<file path="src/rtl/vend_buyer.sv">
// vend_buyer: customer-side coin/button agent for the vending machine.
// Inserts coins, settles over-pay change, presses, then collects returns.
module vend_buyer #(
  parameter int PRICE   = 10,
  parameter int TIMEOUT = 32,
  parameter int QUIET   = 3
) (
  input  logic       clk,
  input  logic       rst,
  input  logic       start,
  input  logic [3:0] num1,
  input  logic [2:0] num5,
  output logic [1:0] InCoin,
  output logic       Button,
  input  logic       Can,
  input  logic       OutCoin,
  output logic       busy,
  output logic       done,
  output logic       got_can,
  output logic [4:0] change_cnt,
  output logic [3:0] left1,
  output logic [2:0] left5,
  output logic       err_short,
  output logic       err_tmo
);

  localparam int TW = $clog2(TIMEOUT + 1);
  localparam int QW = $clog2(QUIET + 1);
  localparam logic [TW-1:0] TMO_LOAD = TW'(TIMEOUT - 1);
  localparam logic [QW-1:0] QLAST = QW'(QUIET - 1);
  localparam logic [4:0] PRICE_C = 5'(PRICE);

  typedef enum logic [2:0] {
    S_IDLE,
    S_INSERT,
    S_SETTLE,
    S_PRESS,
    S_WAIT,
    S_COLLECT,
    S_DONE
  } state_t;

  state_t state_q, state_d;
  logic [1:0] in_coin_q, in_coin_d;
  logic button_q, button_d;
  logic busy_q, busy_d;
  logic done_q, done_d;
  logic got_can_q, got_can_d;
  logic [4:0] chg_q, chg_d;
  logic [3:0] left1_q, left1_d;
  logic [2:0] left5_q, left5_d;
  logic [4:0] credit_q, credit_d;
  logic [4:0] exp_q, exp_d;
  logic [TW-1:0] tmo_q, tmo_d;
  logic [QW-1:0] qcnt_q, qcnt_d;
  logic err_short_q, err_short_d;
  logic err_tmo_q, err_tmo_d;

  logic [4:0] chg_inc;
  logic has1, has5, none;

  assign chg_inc = (chg_q == 5'd31) ? chg_q : chg_q + 5'd1;
  assign has1 = |left1_q;
  assign has5 = ~has1 & (|left5_q);
  assign none = ~has1 & ~(|left5_q);

  always_comb begin
    state_d     = state_q;
    in_coin_d   = 2'b00;
    button_d    = 1'b0;
    busy_d      = busy_q;
    done_d      = 1'b0;
    got_can_d   = got_can_q;
    chg_d       = chg_q;
    left1_d     = left1_q;
    left5_d     = left5_q;
    credit_d    = credit_q;
    exp_d       = exp_q;
    tmo_d       = tmo_q;
    qcnt_d      = qcnt_q;
    err_short_d = err_short_q;
    err_tmo_d   = err_tmo_q;
    case (state_q)
      S_IDLE: begin
        if (start) begin
          left1_d     = num1;
          left5_d     = num5;
          credit_d    = 5'd0;
          chg_d       = 5'd0;
          got_can_d   = 1'b0;
          err_short_d = 1'b0;
          err_tmo_d   = 1'b0;
          busy_d      = 1'b1;
          state_d     = S_INSERT;
        end
      end
      S_INSERT: begin
        unique case (1'b1)
          has1: begin
            in_coin_d = 2'b01;
            left1_d   = left1_q - 4'd1;
            credit_d  = credit_q + 5'd1;
          end
          has5: begin
            in_coin_d = 2'b10;
            left5_d   = left5_q - 3'd1;
            credit_d  = credit_q + 5'd5;
          end
          none: begin
            err_short_d = 1'b1;
            busy_d      = 1'b0;
            done_d      = 1'b1;
            state_d     = S_DONE;
          end
          default: ;
        endcase
        // the coin just chosen is the last one if it reaches the price
        if (in_coin_d != 2'b00 && credit_d >= PRICE_C) begin
          exp_d   = credit_d - PRICE_C;
          tmo_d   = TMO_LOAD;
          state_d = S_SETTLE;
        end
      end
      S_SETTLE: begin
        if (exp_q == 5'd0) begin
          button_d = 1'b1;
          state_d  = S_PRESS;
        end else if (OutCoin) begin
          chg_d = chg_inc;
          exp_d = exp_q - 5'd1;
          tmo_d = TMO_LOAD;
          if (exp_q == 5'd1) begin
            button_d = 1'b1;
            state_d  = S_PRESS;
          end
        end else if (tmo_q == '0) begin
          err_tmo_d = 1'b1;
          busy_d    = 1'b0;
          done_d    = 1'b1;
          state_d   = S_DONE;
        end else begin
          tmo_d = tmo_q - 1'b1;
        end
      end
      S_PRESS: begin
        tmo_d   = TMO_LOAD;
        state_d = S_WAIT;
      end
      S_WAIT: begin
        if (Can) begin
          got_can_d = 1'b1;
          if (OutCoin) chg_d = chg_inc;
          qcnt_d  = '0;
          state_d = S_COLLECT;
        end else if (tmo_q == '0) begin
          err_tmo_d = 1'b1;
          busy_d    = 1'b0;
          done_d    = 1'b1;
          state_d   = S_DONE;
        end else begin
          tmo_d = tmo_q - 1'b1;
        end
      end
      S_COLLECT: begin
        if (OutCoin) begin
          chg_d  = chg_inc;
          qcnt_d = '0;
        end else if (qcnt_q == QLAST) begin
          busy_d  = 1'b0;
          done_d  = 1'b1;
          state_d = S_DONE;
        end else begin
          qcnt_d = qcnt_q + 1'b1;
        end
      end
      S_DONE: state_d = S_IDLE;
      default: state_d = S_IDLE;
    endcase
  end

  always_ff @(posedge clk or negedge rst) begin
    if (!rst) begin
      state_q     <= S_IDLE;
      in_coin_q   <= 2'b00;
      button_q    <= 1'b0;
      busy_q      <= 1'b0;
      done_q      <= 1'b0;
      got_can_q   <= 1'b0;
      chg_q       <= 5'd0;
      left1_q     <= 4'd0;
      left5_q     <= 3'd0;
      credit_q    <= 5'd0;
      exp_q       <= 5'd0;
      tmo_q       <= '0;
      qcnt_q      <= '0;
      err_short_q <= 1'b0;
      err_tmo_q   <= 1'b0;
    end else begin
      state_q     <= state_d;
      in_coin_q   <= in_coin_d;
      button_q    <= button_d;
      busy_q      <= busy_d;
      done_q      <= done_d;
      got_can_q   <= got_can_d;
      chg_q       <= chg_d;
      left1_q     <= left1_d;
      left5_q     <= left5_d;
      credit_q    <= credit_d;
      exp_q       <= exp_d;
      tmo_q       <= tmo_d;
      qcnt_q      <= qcnt_d;
      err_short_q <= err_short_d;
      err_tmo_q   <= err_tmo_d;
    end
  end

  assign InCoin     = in_coin_q;
  assign Button     = button_q;
  assign busy       = busy_q;
  assign done       = done_q;
  assign got_can    = got_can_q;
  assign change_cnt = chg_q;
  assign left1      = left1_q;
  assign left5      = left5_q;
  assign err_short  = err_short_q;
  assign err_tmo    = err_tmo_q;

endmodule
</file>
<file path="config.mk">
export PLATFORM = sky130hd
export DESIGN_NAME = vend_buyer
export DESIGN_NICKNAME = d
export VERILOG_FILES = /design/src/rtl/vend_buyer.sv
export SDC_FILE = /design/constraint.sdc
export NUM_CORES = 1
export LEC_CHECK = 0
export BUFFER_PORTS_ARGS = -buffer_cell sky130_fd_sc_hd__buf_2
export CORE_MARGIN = 4
export CORE_UTILIZATION = 53
export DETAILED_ROUTE_END_ITERATION = 12
export PLACE_DENSITY = 0.83
export RECOVER_POWER = 100
export SLEW_MARGIN = 5
export SYNTH_ARGS = -nofsm -noshare
export SYNTH_HDL_FRONTEND = slang
export SYNTH_SLANG_ARGS = --single-unit
export TNS_END_PERCENT = 1
</file>
<file path="constraint.sdc">
create_clock -name clk -period 8.4 [get_ports clk]
set_input_delay 0.84 -clock clk [delete_from_list [all_inputs] [get_ports clk]]
set_output_delay 0.84 -clock clk [all_outputs]
set_load 0.02 [all_outputs]
</file>
# After elaboration in Yosys (flattened, before gate mapping)
# Cells that the tools add are included.
# totals
ff_bits	41
in_bits	12
out_inout_bits	20
wordCells	153
# classes
reduce_logical	27
mux	74
magnitude_cmp	1
bitwise	4
n_eq_ne	23
addsub	9
# ops
op	count
2-to-1 mux 5 bit	9
2-to-1 mux 3 bit	12
2-to-1 mux 6 bit	5
one-hot mux 5 bit (2 select lines)	3
2-to-1 mux 1 bit	26
!= test 2 bit, second input constant	12
one-hot mux 6 bit (4 select lines)	1
one-hot mux 5 bit (4 select lines)	1
one-hot mux 3 bit (6 select lines)	1
AND reduction 3 bit	5
AND reduction 4 bit	3
adder 5 x 1 -> 5 bit, second input constant	2
2-to-1 mux 2 bit	5
AND reduction 5 bit	2
nonzero test 2 bit	5
2-to-1 mux 4 bit	2
one-hot mux 2 bit (2 select lines)	2
one-hot mux 4 bit (2 select lines)	1
AND reduction 8 bit	1
nonzero test 4 bit	2
equality test 3 x 2 -> 1 bit, second input constant	2
equality test 3 bit, second input constant	2
zero test 6 bit	1
!= test 3 bit, second input constant	2
other kinds (28)	31

# Depth between registers and ports, before layout
# depth
ltp_word	9
depth_mapped	14
mapped_depth_nobuf	11

# Least setup slack after synthesis
# No wires, ideal clock.
# synth_timing
path_type	register to register
from	reg left1_q[0] (netlist: left1[0])
to	reg exp_q[2]
stages_incl_launch_ff	14
required_time_ns	8.279
setup_time_ns	0.121
path_buffers	2
arrival_ns	2.911
setup_slack_ns	5.368
cell_sequence	dfrtp_1 > inv_1 > ha_1 > or3b_1 > buf_2 > or3_1 > and3_4 > nor2_1 > ha_1 > o31ai_4 > and3_1 > buf_4 > or2_4 > a22o_1
# synth_via
elab_chain_cells	9
word_cells_on_any_way	15
cone_classes	add/sub: 1; order compare: 1; eq/ne: 1; mux: 6; bitwise: 2; reduce/logical: 4
# synth_rtl
element	line	text
start: declaration	50	logic [3:0] left1_q, left1_d;
start signal: assignment	206	left1_q <= left1_d;
OR reduction 4 bit *	63	assign has1 = |left1_q;
inverter 1 bit	64	assign has5 = ~has1 & (|left5_q);
AND 1 bit	64	
one-hot mux 5 bit (2 select lines) or one-hot mux 2 bit (2 select lines) (tied branches)	98	unique case (1'b1)
2-to-1 mux 5 bit or 2-to-1 mux 2 bit (tied branches)	83	case (state_q)
>= comparator 5 x 4 -> 1 bit or nonzero test 2 bit (tied branches)	118	if (in_coin_d != 2'b00 && credit_d >= PRICE_C) begin
logical AND 1 bit	118	
!= test 2 bit (no source line)	n/a	
AND reduction 4 bit (no source line)	n/a	
end signal: assignment	209	exp_q <= exp_d;
end: declaration	53	logic [4:0] exp_q, exp_d;
# Mark *: on every way between the ends. The rest lies on a longest branch, timed or not. The select of a mux whose other input is x is not followed.
# A chain may end at the register's enable or synchronous reset.

# Worst setup path in the final report
# layout_timing
from	reg left1_q[0] (netlist: left1[0])
to	reg tmo_q[5]
# layout_via
elab_chain_cells	9
word_cells_on_any_way	12
cone_classes	order compare: 1; eq/ne: 1; mux: 4; bitwise: 2; reduce/logical: 4
# layout_rtl
element	line	text
OR reduction 4 bit *	63	
inverter 1 bit	64	
AND 1 bit	64	
one-hot mux 5 bit (2 select lines) or one-hot mux 2 bit (2 select lines) (tied branches)	98	
2-to-1 mux 5 bit or 2-to-1 mux 2 bit (tied branches)	83	
>= comparator 5 x 4 -> 1 bit or nonzero test 2 bit (tied branches)	118	
logical AND 1 bit *	118	
!= test 2 bit (no source line) *	n/a	
AND reduction 4 bit (no source line) *	n/a	
end signal: assignment	210	tmo_q <= tmo_d;
end: declaration	54	logic [TW-1:0] tmo_q, tmo_d;
# Marked as above.

==> impl_metrics.csv <==
group,metric,value,unit
grt,grt_pass1_vias,2178,
detailed_routing,wl_per_cell,14.59,um
finish,layout_common_cells,"41 x dfrtp_1, 32 x nor2_1, 29 x o21ai_0",
grt,grt_pass1_wl,9.991,mm
yosys,yosys_warnings,0,
floorplanning,num_rows,25,
floorplanning,die_area,6143,um2
cts,clock_latency,0.30,ns
yosys,synth.area.mux_share,0.8103,%
yosys,synth_xor_area_share,2.002,%
status,failed_checks,"max-capacitance violations, max-slew violations",
detailed_routing,wl_met1,2.795,mm
yosys,synth_top_family_by_area,"compound AO/OA/AOI/OAI gates",
cts,clock_path_buffers,2,
yosys,synth_compound_area_share,24.88,%
worst_setup_path,critPathMaxFanout,10,
yosys,syn_avg_cell_area,8.523,um2
worst_setup_path,endpoint_kind,"flop",
floorplanning,core-area,4755,um2
grt,track_usage,19.99,%
yosys,synth-simple-area-share,23.16,%
cts,cts_tree,"yes",
detailed_routing,drtAntennaViolNets,0,
worst_setup_path,rr_worst_depth,11,
pwr,ir_drop,0.0001991,V
placed_design,gp_congestion,0.8529,
worst_setup_path,cp_data_arrival_time,3.83,ns
timing,finalClockSkew,0.01067,ns
cts,ctsHoldBuffers,0,
detailed_routing,drc,0,
grt,grt.overflow.total,0,
worst_setup_path,path_class,"reg -> reg",
grt,grt_max_degree,42,
detailed_routing,routed_wl,5.834,mm
yosys,post_synth_fa_ha_maj_area_fraction,5.720,%
yosys,synth_top_area_share,39.08,%
yosys,yosys.area.top_type,"dfrtp_1",
yosys,ys_seq_area_share,39.08,%
cts,cts_resized,0,
pwr,powerDensity,367.7,nW/um2
worst_hold_path,hold_depth,2,
timing,slew_violations,42,
placed_design,place_hpwl,4.178,mm
status,status,"finished with violations",
finish,syn2layout_area_growth,7.531,%
run,cap_viol_max_count,1,
cts,cts_setup_buffers,0,
yosys,synth_cell_types,56,
yosys,syn_inst,308,
cts,clkSlewWorstSetupHoldPaths,0.07,ns
finish,finalNetCount,356,
timing,max_slew_margin,-47.20,%
placed_design,place_ws,5.258,ns
floorplanning,die_width,78.38,um
yosys,synth_seq_cells,41,
yosys,netlist_top_cells_area,"dfrtp_1 39%, ha_1 5.7%, o21ai_0 5.3%",
yosys,syn-cell-area,2625,um2
placed_design,dp.cells,392,
finish,diodes,0,
worst_setup_path,worst_setup_path_start_kind,"flop",
timing,worst_pin_slew,2.208,ns
timing,final.min_clock_period,3.641,ns
floorplanning,start_util,55.21,%
cts,cts_inserted_buffers,5,
timing,setup_ws,4.759,ns
finish,stdcell_count,400,
floorplanning,die_h,78.38,um
detailed_routing,dr_wl_met3,373,um
finish,final_common_cell,"dfrtp_1",
detailed_routing,dr_wl_met2,2.600,mm
detailed_routing,routed-via-count,2360,
detailed_routing,top_layer_used,"met4",
cts,htree_levels,2,
yosys,synth_edf_count,0,
grt,antenna_found_initial,0,
detailed_routing,drtIter0Drc,218,
detailed_routing,routed_via_density,5.900,
yosys,synth_nets,332,
timing,hold_violations,0,
pwr,leakage,1.210,nW
timing,setup_viol,0,
detailed_routing,drt_pass1_iterations,4,
timing,max_freq,274.6,MHz
timing,rsz0062_at_grt,"no",
finish,drive_gt1_share,6.306,%
placed_design,io_buffer_count,31,
worst_hold_path,hold_path_class,"reg -> reg",
finish,n_fill_cell,452,
worst_setup_path,crit_required,8.59,ns
timing,setup_tns,0,ns
floorplanning,ioPinCount,32,
cts,cts_root_buf,"clkbuf_8",
yosys,synth-main-ff-cell,"dfrtp_1",
cts,clock-sinks,41,
timing,finalCritPeriodShare,43.35,%
yosys,async_flop_share,100.0,%
==> layer usage <==
| metal | track usage [%] | vias up |
|---|---|---|
| li1 | - | 1165 |
| met1 | 27.72 | 1106 |
| met2 | 31.25 | 82 |
| met3 | 5.161 | 7 |
| met4 | 5.070 | 0 |
| met5 | 0 | - |
==> cells in the mapped netlist, types with 8 or more instances <==
cell       n
nand3_1   11
nand2_1   22
clkbuf_1  12
ha_1      12
o21ai_0   28
nor2_1    32
nor3_1    15
inv_1     15
a21oi_1   18
dfrtp_1   41
a31oi_1    8
==> worst paths after layout <==
check | start | to | slack [ns]
worst max register to register | left1[0] | tmo_q[5] | 4.76
worst min-delay path | got_can | got_can | 0.49
min in group asynchronous | rst | change_cnt[2] | 1.18
worst min register to register | got_can | got_can | 0.49
worst max-delay path | left1[0] | tmo_q[5] | 4.76
max in group asynchronous | rst | exp_q[1] | 5.94
==> stage by stage <==
stage / hold slack (ns) / util, % / power [mW] / cell area (um2)
after floorplan: 0.4739 / - / 0.8062 / 2625
after global placement: 0.4658 / 59.03 / 0.9253 / 2806
after detailed placement: 0.4669 / 59.03 / 0.9440 / 2806
after CTS: 0.4970 / 60.71 / 1.073 / 2887
after global routing: 0.5273 / 59.37 / 1.136 / 2823
final: 0.4883 / 59.37 / 1.038 / 2823
==> registers in the layout (all words and copies together) (netlist names), 2 cells and up <==
signal      flops
left1           4
left5           3
credit_q        5
exp_q           5
InCoin          2
change_cnt      5
tmo_q           6
qcnt_q          2
state_q         3
==> report_power, final <==
part	leakage, nW	switching (mW)	internal [mW]
sequential	0.499	0.0971	0.268
clock	0.0395	0.0662	0.0591
combinational	0.671	0.336	0.211
total	1.21	0.499	0.539
==> area by class of cell <==
class | instances | area (um2) | share of cell area, %
clock buffers | 8 | 80.08 | 2.837
multi-input cells | 238 | 1448 | 51.29
well taps | 67 | 83.83 | 2.970
flip-flops and latches | 41 | 1026 | 36.35
repair buffers | 31 | 128.9 | 4.566
inverters | 15 | 56.30 | 1.995
==> critical path, cell delays in order, from the launching register on <==
cell,delay (ns)
dfrtp_1,0.42
inv_1,0.07
ha_1,0.19
or3b_1,0.46
or3_1,0.36
and3_4,0.19
nor2_1,0.13
ha_1,0.20
o31ai_1,0.12
a221oi_1,0.93
nor3_1,0.18
a31o_1,0.27
==> logic make-up (layout without fill, tap and decap cells) <==
logic type	count (synthesis)	in the layout
buffers and inverters	29	54
adder cells (fa/ha/maj)	12	12
flip-flops	41	41
AO/OA/AOI/OAI	98	98
multiplexers	2	2
XOR/XNOR	6	6
AND/OR/NAND/NOR	120	120
No activity file was read; power rests on OpenSTA's default activity.
